**src/rtl/rr_switch_nxn.sv**
```systemverilog
// rr_switch_nxn: parametrised NxN packet switch.
// Each input port and each output port has a circular-buffer FIFO. One
// arbiter moves at most one word per cycle from an input head to the output
// FIFO named by the word's top DW bits. The decision is registered together
// with the word, which is written into the output FIFO on the following edge.
// Optional build macro RR_SWITCH_FIXED_PRIO_EN: lowest eligible input index
// wins and the round-robin pointer is removed (legacy ordering).
module rr_switch_nxn #(
  parameter int NPORT  = 4,
  parameter int DATA_W = 10,
  parameter int DEPTH  = 8,
  parameter int HIGH   = 7,
  parameter int LOW    = 2,
  localparam int DW    = $clog2(NPORT)
) (
  input  logic                    clk,
  input  logic                    reset,
  input  logic [NPORT*DATA_W-1:0] in_data,
  input  logic [NPORT-1:0]        push,
  output logic [NPORT-1:0]        in_full,
  output logic [NPORT-1:0]        in_almost_full,
  output logic [NPORT*DATA_W-1:0] out_data,
  input  logic [NPORT-1:0]        pop,
  output logic [NPORT-1:0]        out_empty,
  output logic [NPORT-1:0]        out_almost_empty,
  output logic [2*NPORT-1:0]      err,
  output logic                    grant_valid,
  output logic [DW-1:0]           grant_src,
  output logic [DW-1:0]           grant_dst
);

  localparam int AW = $clog2(DEPTH);
  localparam int CW = AW + 1;
  localparam logic [CW-1:0] DEPTH_C = CW'(DEPTH);
  localparam logic [CW-1:0] HIGH_C  = CW'(HIGH);
  localparam logic [CW-1:0] LOW_C   = CW'(LOW);

  typedef logic [DATA_W-1:0] word_t;

  // FIFO storage and control
  word_t          in_mem  [NPORT][DEPTH];
  logic [AW-1:0]  in_wr   [NPORT];
  logic [AW-1:0]  in_rd   [NPORT];
  logic [CW-1:0]  in_cnt  [NPORT];
  word_t          out_mem [NPORT][DEPTH];
  logic [AW-1:0]  out_wr  [NPORT];
  logic [AW-1:0]  out_rd  [NPORT];
  logic [CW-1:0]  out_cnt [NPORT];

  // Per-port combinational helpers
  word_t          head     [NPORT];
  logic [DW-1:0]  head_dst [NPORT];
  logic [CW-1:0]  out_next [NPORT];
  logic [NPORT-1:0] in_push_ok;
  logic [NPORT-1:0] in_pop;
  logic [NPORT-1:0] out_pop_ok;
  logic [NPORT-1:0] out_push;
  logic [NPORT-1:0] eligible;

  // Arbiter result and registered transfer word
  logic           sel_valid;
  logic [DW-1:0]  sel_src;
  logic [DW-1:0]  sel_idx;
  word_t          xfer_word;

`ifndef RR_SWITCH_FIXED_PRIO_EN
  logic [DW-1:0]  rr_ptr;
`endif

  // Status flags, heads and strobe qualification, all from registered state
  always_comb begin
    // NOTE: every output of a combinational block gets a default first, so
    // no path through the loop can leave a value held (no latch inferred).
    out_data = '0;
    for (int i = 0; i < NPORT; i++) begin
      in_full[i]          = (in_cnt[i] == DEPTH_C);
      in_almost_full[i]   = (in_cnt[i] >= HIGH_C);
      out_empty[i]        = (out_cnt[i] == '0);
      out_almost_empty[i] = (out_cnt[i] <= LOW_C);
      in_push_ok[i]       = push[i] && (in_cnt[i] != DEPTH_C);
      out_pop_ok[i]       = pop[i] && (out_cnt[i] != '0);
      out_push[i]         = grant_valid && (grant_dst == DW'(i));
      head[i]             = in_mem[i][in_rd[i]];
      head_dst[i]         = head[i][DATA_W-1 -: DW];
      if (out_cnt[i] != '0) begin
        out_data[i*DATA_W +: DATA_W] = out_mem[i][out_rd[i]];
      end
    end
  end

  // Output occupancy after this edge (pending write in, pop out) and input eligibility
  always_comb begin
    for (int j = 0; j < NPORT; j++) begin
      out_next[j] = out_cnt[j] + CW'(out_push[j]) - CW'(out_pop_ok[j]);
    end
    for (int i = 0; i < NPORT; i++) begin
      eligible[i] = (in_cnt[i] != '0) && (out_next[head_dst[i]] != DEPTH_C);
    end
  end

  // Arbiter: first eligible input in search order wins
  always_comb begin
    sel_valid = 1'b0;
    sel_src   = '0;
    sel_idx   = '0;
    for (int k = 0; k < NPORT; k++) begin
`ifdef RR_SWITCH_FIXED_PRIO_EN
      sel_idx = DW'(k);
`else
      sel_idx = rr_ptr + DW'(k);
`endif
      if (!sel_valid && eligible[sel_idx]) begin
        sel_valid = 1'b1;
        sel_src   = sel_idx;
      end
    end
    for (int i = 0; i < NPORT; i++) begin
      in_pop[i] = sel_valid && (sel_src == DW'(i));
    end
  end

  // Input FIFO pointers and counts
  always_ff @(posedge clk or negedge reset) begin
    if (!reset) begin
      for (int i = 0; i < NPORT; i++) begin
        in_wr[i]  <= '0;
        in_rd[i]  <= '0;
        in_cnt[i] <= '0;
      end
    end else begin
      // NOTE: sequential state uses non-blocking assignments so every register
      // samples pre-edge values regardless of statement order.
      for (int i = 0; i < NPORT; i++) begin
        if (in_push_ok[i]) in_wr[i] <= in_wr[i] + AW'(1);
        if (in_pop[i])     in_rd[i] <= in_rd[i] + AW'(1);
        in_cnt[i] <= in_cnt[i] + CW'(in_push_ok[i]) - CW'(in_pop[i]);
      end
    end
  end

  // Input FIFO storage
  always_ff @(posedge clk) begin
    // NOTE: storage arrays have no reset; the counts define validity and
    // out_data is gated while a FIFO is empty.
    for (int i = 0; i < NPORT; i++) begin
      if (in_push_ok[i]) in_mem[i][in_wr[i]] <= in_data[i*DATA_W +: DATA_W];
    end
  end

  // Output FIFO pointers and counts
  always_ff @(posedge clk or negedge reset) begin
    if (!reset) begin
      for (int j = 0; j < NPORT; j++) begin
        out_wr[j]  <= '0;
        out_rd[j]  <= '0;
        out_cnt[j] <= '0;
      end
    end else begin
      for (int j = 0; j < NPORT; j++) begin
        if (out_push[j])   out_wr[j] <= out_wr[j] + AW'(1);
        if (out_pop_ok[j]) out_rd[j] <= out_rd[j] + AW'(1);
        out_cnt[j] <= out_next[j];
      end
    end
  end

  // Output FIFO storage, written with the word committed at the previous edge
  always_ff @(posedge clk) begin
    for (int j = 0; j < NPORT; j++) begin
      if (out_push[j]) out_mem[j][out_wr[j]] <= xfer_word;
    end
  end

  // Registered grant and the word in flight to the output FIFO
  always_ff @(posedge clk or negedge reset) begin
    if (!reset) begin
      grant_valid <= 1'b0;
      grant_src   <= '0;
      grant_dst   <= '0;
      xfer_word   <= '0;
    end else begin
      grant_valid <= sel_valid;
      if (sel_valid) begin
        grant_src <= sel_src;
        grant_dst <= head_dst[sel_src];
        xfer_word <= head[sel_src];
      end
    end
  end

`ifndef RR_SWITCH_FIXED_PRIO_EN
  // Round-robin pointer moves just past the granted input
  always_ff @(posedge clk or negedge reset) begin
    if (!reset) begin
      rr_ptr <= '0;
    end else if (sel_valid) begin
      rr_ptr <= sel_src + DW'(1);
    end
  end
`endif

  // Sticky error flags: push on full input, pop on empty output
  always_ff @(posedge clk or negedge reset) begin
    if (!reset) begin
      err <= '0;
    end else begin
      for (int i = 0; i < NPORT; i++) begin
        if (push[i] && in_full[i])  err[i]         <= 1'b1;
        if (pop[i] && out_empty[i]) err[NPORT + i] <= 1'b1;
      end
    end
  end

endmodule

```
**config.mk**
```make
export PLATFORM = sky130hd
export DESIGN_NAME = rr_switch_nxn
export DESIGN_NICKNAME = d
export VERILOG_FILES = /design/src/rtl/rr_switch_nxn.sv
export SDC_FILE = /design/constraint.sdc
export NUM_CORES = 1
export LEC_CHECK = 0
export CAP_MARGIN = 20
export CORE_ASPECT_RATIO = 0.7
export CORE_MARGIN = 4
export CORE_UTILIZATION = 30
export CTS_CLUSTER_DIAMETER = 50
export CTS_CLUSTER_SIZE = 16
export DETAILED_ROUTE_END_ITERATION = 8
export GPL_TIMING_DRIVEN = 0
export PLACE_DENSITY = 0.51
export SETUP_SLACK_MARGIN = 0.4
export SYNTH_ARGS = -nofsm -noshare
export SYNTH_HDL_FRONTEND = slang
export SYNTH_SLANG_ARGS = --single-unit
export TNS_END_PERCENT = 30
```
**constraint.sdc**
```tcl
create_clock -name clk -period 6.7 [get_ports clk]
set_clock_uncertainty 0.2 [all_clocks]
set_input_delay 2.01 -clock clk [delete_from_list [all_inputs] [get_ports clk]]
set_output_delay 2.01 -clock clk [all_outputs]
set_load 0.05 [all_outputs]
```
After elaboration in Yosys (flattened, before gate mapping)
Memory sizes are Yosys's and may differ from the RTL's. Index checks and enable logic that the tools add are counted.

Bits in registers: 105. Memory bits (writable): 640. Bits of input ports: 50. Word-level logic and storage cells: 317. Memories kept: 2.

Memories: in_mem (words 4, width 80, read ports 4, clocked after Yosys merged registers in 0, write ports 4, RTL line 41) `word_t in_mem [NPORT][DEPTH];`; out_mem (words 4, width 80, read ports 4, clocked after Yosys merged registers in 0, write ports 1, RTL line 45) `word_t out_mem [NPORT][DEPTH];`.

Add/subtract/negate cells: 36. $lt $le $gt $ge: 41. Equal/unequal tests: 18. Mux-type cells: 103. Bitwise logic cells: 21. Reduce and logical (&&, ||, !) cells: 59.

Operators by type and width (number): $mux W80 (14); $mux W10 (30); $bmux W10 S3 (8); $demux W10 S3 (8); $reduce_or A80 Y1 (3); $ge A4 B4 Y1 const B (16); $not A3 Y4 (16); $add A3 B1 Y3 const B (16); $logic_and A1 B1 Y1 (39); $add A4 B1 Y4 (8); $bmux W4 S2 (4); $lt A4 B1 Y1 const B (8); $mux W4 (8); $ne A4 B4 Y1 const B (8); $reduce_bool A4 Y1 (8); $sub A4 B1 Y4 (8); $bmux W10 S2 (1); $mux W2 (9); $eq A4 B4 Y1 const B (4); $ge A4 B3 Y1 const B (4); $le A4 B2 Y1 const B (4); $logic_not A4 Y1 (4); $mux W1 (16); $ge A3 B3 Y1 const B (5); 10 further kinds (29).

Depth between registers and ports, before layout
Word-level depth: 26. Mapped depth: 28.

Least setup slack after synthesis
OpenSTA, ideal clock, no wires.

Path type: in2reg. Start point: input pop[0]. End point: register in_cnt[6] (netlist name). Arrival time: 7.074 ns. Required time: 6.377 ns. Path slack: -0.696 ns. Stages on the path: 24. Path buffers: 2. Path through: nor2b_1 ha_1 inv_1 ha_1 inv_1 fa_1 or3b_1 a2111oi_2 nor2_1 mux4_2 and2_4 a221oi_4 o21a_1 buf_4 inv_2 buf_6 ha_1 nand2_1 inv_1 ha_1 inv_1 ha_1 fa_1 xor2_1.

Longest elaborated chain between the ends: 22. Elaborated cells on any way between the ends: 47. Those cells by class: add/sub (2); eq/ne (5); mux (28); reduce/logical (12).

RTL lines: from (decl) (RTL line 23) `input logic [NPORT-1:0] pop,`; $logic_and A1 B1 Y1 (*) (RTL line 81) `out_pop_ok[i] = pop[i] && (out_cnt[i] != '0);`; $sub A4 B1 Y4 (*) (RTL line 94) `out_next[j] = out_cnt[j] + CW'(out_push[j]) - CW'(out_pop_ok[j]);`; $bmux W4 S2 (RTL line 97) `eligible[i] = (in_cnt[i] != '0) && (out_next[head_dst[i]] != DEPTH_C);`; $mux W4 (not written as such) (2 in series) (RTL line 97); $ne A4 B4 Y1 (RTL line 97); $logic_and A1 B1 Y1 (RTL line 97); $bmux W1 S2 (RTL line 112) `if (!sel_valid && eligible[sel_idx]) begin`; $mux W1 (not written as such) (RTL line 112); (+7 left out); $logic_not A1 Y1 (RTL line 112); $logic_and A1 B1 Y1 (RTL line 112); $mux W2 (*) (RTL line 112); net sel_src[0] (RTL line 62) `logic [DW-1:0] sel_src;`; $eq A2 B2 Y1 (*) (RTL line 118) `in_pop[i] = sel_valid && (sel_src == DW'(i));`; $logic_and A1 B1 Y1 (*) (RTL line 118); net in_pop[2] (RTL line 55) `logic [NPORT-1:0] in_pop;`; $sub A4 B1 Y4 (*) (RTL line 136) `in_cnt[i] <= in_cnt[i] + CW'(in_push_ok[i]) - CW'(in_pop[i]);`; to (signal, indexed assignment) (RTL line 136); to (decl) (RTL line 44) `logic [CW-1:0] in_cnt [NPORT];`.

The timed path passes the listed nets; every way through them passes the cells marked *. The select of a mux whose other input is x is not followed. A chain may end at the register's enable or synchronous reset.

Worst setup path in the final report
Start point: input pop[0]. End point: register in_cnt[13] (netlist name).

Longest elaborated chain between the ends: 22. Elaborated cells on any way between the ends: 47. Those cells by class: add/sub (2); eq/ne (4); mux (28); reduce/logical (13).

RTL lines: $logic_and A1 B1 Y1 (*) (RTL line 81); net out_pop_ok[0] (RTL line 56) `logic [NPORT-1:0] out_pop_ok;`; $sub A4 B1 Y4 (*) (RTL line 94); $bmux W4 S2 (RTL line 97); $mux W4 (not written as such) (2 in series) (RTL line 97); $ne A4 B4 Y1 (RTL line 97); $logic_and A1 B1 Y1 (RTL line 97); $bmux W1 S2 (RTL line 112); (+8 left out); $logic_not A1 Y1 (RTL line 112); $logic_and A1 B1 Y1 (RTL line 112); $mux W2 (*) (RTL line 112); net sel_src[0] (RTL line 62); $logic_not A2 Y1 (*) (RTL line 118); $logic_and A1 B1 Y1 (*) (RTL line 118); net in_pop[0] (RTL line 55); $sub A4 B1 Y4 (*) (RTL line 136).

Marks and branches as above.

==> results by group <==
Hold path
  • Hold path start: err[2]
  • Hold depth: 1
  • Hold crit path type: reg -> reg
  • Hold endpoint: err[2]

Synth
  • Netlist Area Pre-Place: 30300 um^2
  • Combinational family with the most area after synthesis: multiplexers
  • XOR/XNOR Fraction of Synth Area: 0.0118
  • EDFF count, synth: 640
  • Yosys reg bits: 743
  • Post-synthesis async set-or-reset flop share: 0.139
  • Mapped Avg Cell Area: 18.7 um^2
  • Adder-Cell Fraction of Synth Area: 0.0350
  • Ys flop type: edfxtp_1
  • Fraction of the mapped netlist area in compound gates: 0.0221
  • Register area share after synthesis: 0.718
  • Number of synthesis warnings: 0
  • Post-Synthesis Cells: 1619
  • Mapped Nets: 1749
  • Mux cell area share after synthesis: 0.154
  • Post-synthesis simple-gate area fraction: 0.0423
  • Cell variety after synth: 54

Final layout
  • Area growth, synth to finish: 23.5%
  • Share of cells above drive strength 1: 0.262
  • Final Non-Filler Cells: 3300
  • Layout fillers: 9199
  • NumNets Final: 2036
  • Post-route cell area: 37500 um^2
  • Reg area: 21800 um^2
  • Diodes inserted: 0
  • Area occupied by multi-input gates: 8620 um^2

GRT
  • Largest net degree at the start of global routing: 53
  • Met2 usage: 0.204
  • GRT Util Overall: 0.132
  • GR peak layer: met2
  • Met1 Usage GRT: 0.184
  • Remaining global-route overflow: 0
  • Grt met3 use: 0.0341
  • Initial antenna violation count: 3
  • Vias in the first global route: 16100
  • Global-route wire length before repair: 104000 um

Setup path
  • Critical Path End Type: flop
  • CP Launch Type: input pin
  • RR Startpoint: grant_dst[1]
  • Slowest-stage cell, CP: mux4_2
  • Flop2flop setup slack: 310 ps
  • WP data arrival: 6900 ps
  • Worst R2R Path Depth: 28
  • Worst path max stage delay: 530 ps
  • Critical path type: in -> reg
  • Most frequent CP cell: ha_4
  • Reg-to-reg endpoint: in_cnt[13]
  • Crit path required time: 7020 ps
  • Max FO, Critical Path: 4

Routing
  • Total wire length: 69400 um
  • DR WL/cell: 21.0 um
  • Post-route ant nets: 0
  • Vias: 15200
  • Initial DRT Pass Iterations: 5
  • Iter 0 DRT Violations: 993
  • Post-route DRC: 0
  • DR vias/cell: 4.61

STA
  • Maximum clock rate: 152 MHz
  • Relative slew slack: 0.266
  • Setup TNS: 0 ps
  • Final min period: 6580 ps
  • Max-slew violations: 0
  • Slew @ Worst Pin: 1100 ps
  • Fin. Hold Viols: 0
  • RSZ-0062 raised after global routing: true
  • Tcrit/Tclk final: 0.982
  • Final setup violating endpoints: 0

Job
  • Max Cap Viol: 0

Clock tree
  • Clk slew on worst S/H paths: 60 ps
  • H-tree depth: 3
  • Clock Latency Late Sink: 640 ps
  • Deepest clock path buffer count: 3
  • CTS root buf: clkbuf_16
  • CTS Buf Count: 75
  • CTS tree: done
  • # clock sinks: 743

Floorplanning
  • Die Ht: 274 um
  • IO Pins: 119
  • Rows: 97
  • Floorplan core area: 100000 um^2
  • Die ar.: 106000 um^2
  • Initial core utilization: 0.303
  • Die W: 388 um

Place
  • Port Buf Inserts: 118
  • Post-DP Area: 34000 um^2
  • Placed cell count: 3110
  • Gp weighted congestion: 0.773
  • DP Wirelength: 47600 um

Pwr
  • PD cells: 562 nW/um^2
  • Worst IR Drop VDD: 0.284 mV
  • Leak pwr: 12.9 nW
  • Total power: 0.0210 W

Status
  • Status: finished, final reports clean
synthesized netlist by cell type (13+ instances only):
cell type  number  share of area
mux4_2        162           0.12
clkbuf_1       21         0.0026
buf_1          22         0.0027
ha_1           72          0.030
dfrtp_1       103          0.085
nor3_1         17         0.0028
nand3_1        13         0.0021
a21o_1         16         0.0040
mux2i_1        76          0.025
xor2_1         14         0.0040
inv_1          68         0.0084
nand2_1        94          0.012
edfxtp_1      640           0.63
nand2b_1       22         0.0045
xnor2_1        27         0.0078
mux2_2         14         0.0052
nor2_1        102          0.013
state kept, by name, indices dropped and copies added (netlist names), 8 cells and up:
register and flops:
in_rd 12, in_wr 12, in_cnt 16, out_cnt 16, out_rd 12, err 8, out_wr 12, in_mem 320
xfer_word 8, out_mem 320
report_power, final:
part	total (W)	internal, W	switching [W]
clock network	0.00437	0.00250	0.00187
registers	0.00689	0.00628	0.000616
logic	0.00978	0.00428	0.00550
logic make-up after synthesis:
logic type | Yosys count
AND/OR/NAND/NOR | 285
XOR/XNOR | 41
buffers and inverters | 124
AO/OA/AOI/OAI | 84
adder cells (fa/ha/maj) | 80
flip-flops | 743
multiplexers | 262
critical path, delay by kind of cell:
kind,cells,cell delay [ps]
and+or+nand+nor,5,960
adders and majority gates,7,1850
AOI/OAI and AO/OA,3,860
buffers and inverters,10,670
muxes,1,530
cell type report:
type	instances	area share
timing repair buffer	210	0.0600
multi-input combinational	752	0.230
buffer	53	0.00721
clock buffer	91	0.0533
clock inverter	44	0.0151
inverter	71	0.00791
tap	1336	0.0446
sequential	743	0.582
metrics by stage:
step           setup WS [ps]  hold slack (ps)  utilization
5_1_grt                0.363              278        0.374
3_3_place_gp           -1980              240        0.333
4_1_cts                  108              260        0.371
6_report                 118              254        0.374
3_5_place_dp           -1950              248        0.339
2_1_floorplan           -368              280            -
worst max path at each step:
stage | to | cells after the start | start | slack (ps)
final | in_cnt[13] | 26 | pop[0] | 120
after global routing | in_cnt[13] | 26 | pop[0] | 0.4
after CTS | in_cnt[13] | 27 | pop[3] | 110
after detailed placement | in_cnt[10] | 24 | pop[2] | -1950
after global placement | in_cnt[10] | 26 | pop[1] | -1980
after floorplan | in_cnt[13] | 25 | pop[0] | -370
routing by layer:
layer	up-vias	wire length, um
met3	99	3830
met1	7884	32100
li1	6935	-
met4	6	1510
met2	287	31900
met5	-	31
layout by cell type (no fill, tap or decap), drive strengths merged, types with 5 or more instances in the layout:
master and n:
mux4 162, bufinv 8, o21ai 9, buf 129, and2 5, nor3 17, edfxtp 640, nor2b 11
mux2 24, xnor2 27, nor2 102, a211oi 8, o211ai 13, clkdlybuf4s50 113, a21oi 12, xor2 14
inv 87, clkbuf 111, nand2 94, nand3 13, fa 8, o2111ai 6, mux2i 76, ha 72
clkinvlp 6, a21o 16, dfrtp 103, nand2b 22, nor3b 8, clkinv 14
repair_timing:
| item | in CTS | in global routing |
|---|---|---|
| gates cloned | 0 | 0 |
| resized for setup | 91 | 14 |
| hold buffers | 0 | 0 |
| pin swaps | 34 | 16 |
| setup buffers | 29 | 12 |
| setup endpoints to repair | 42 | 16 |
(Power assumes the default switching activity.)
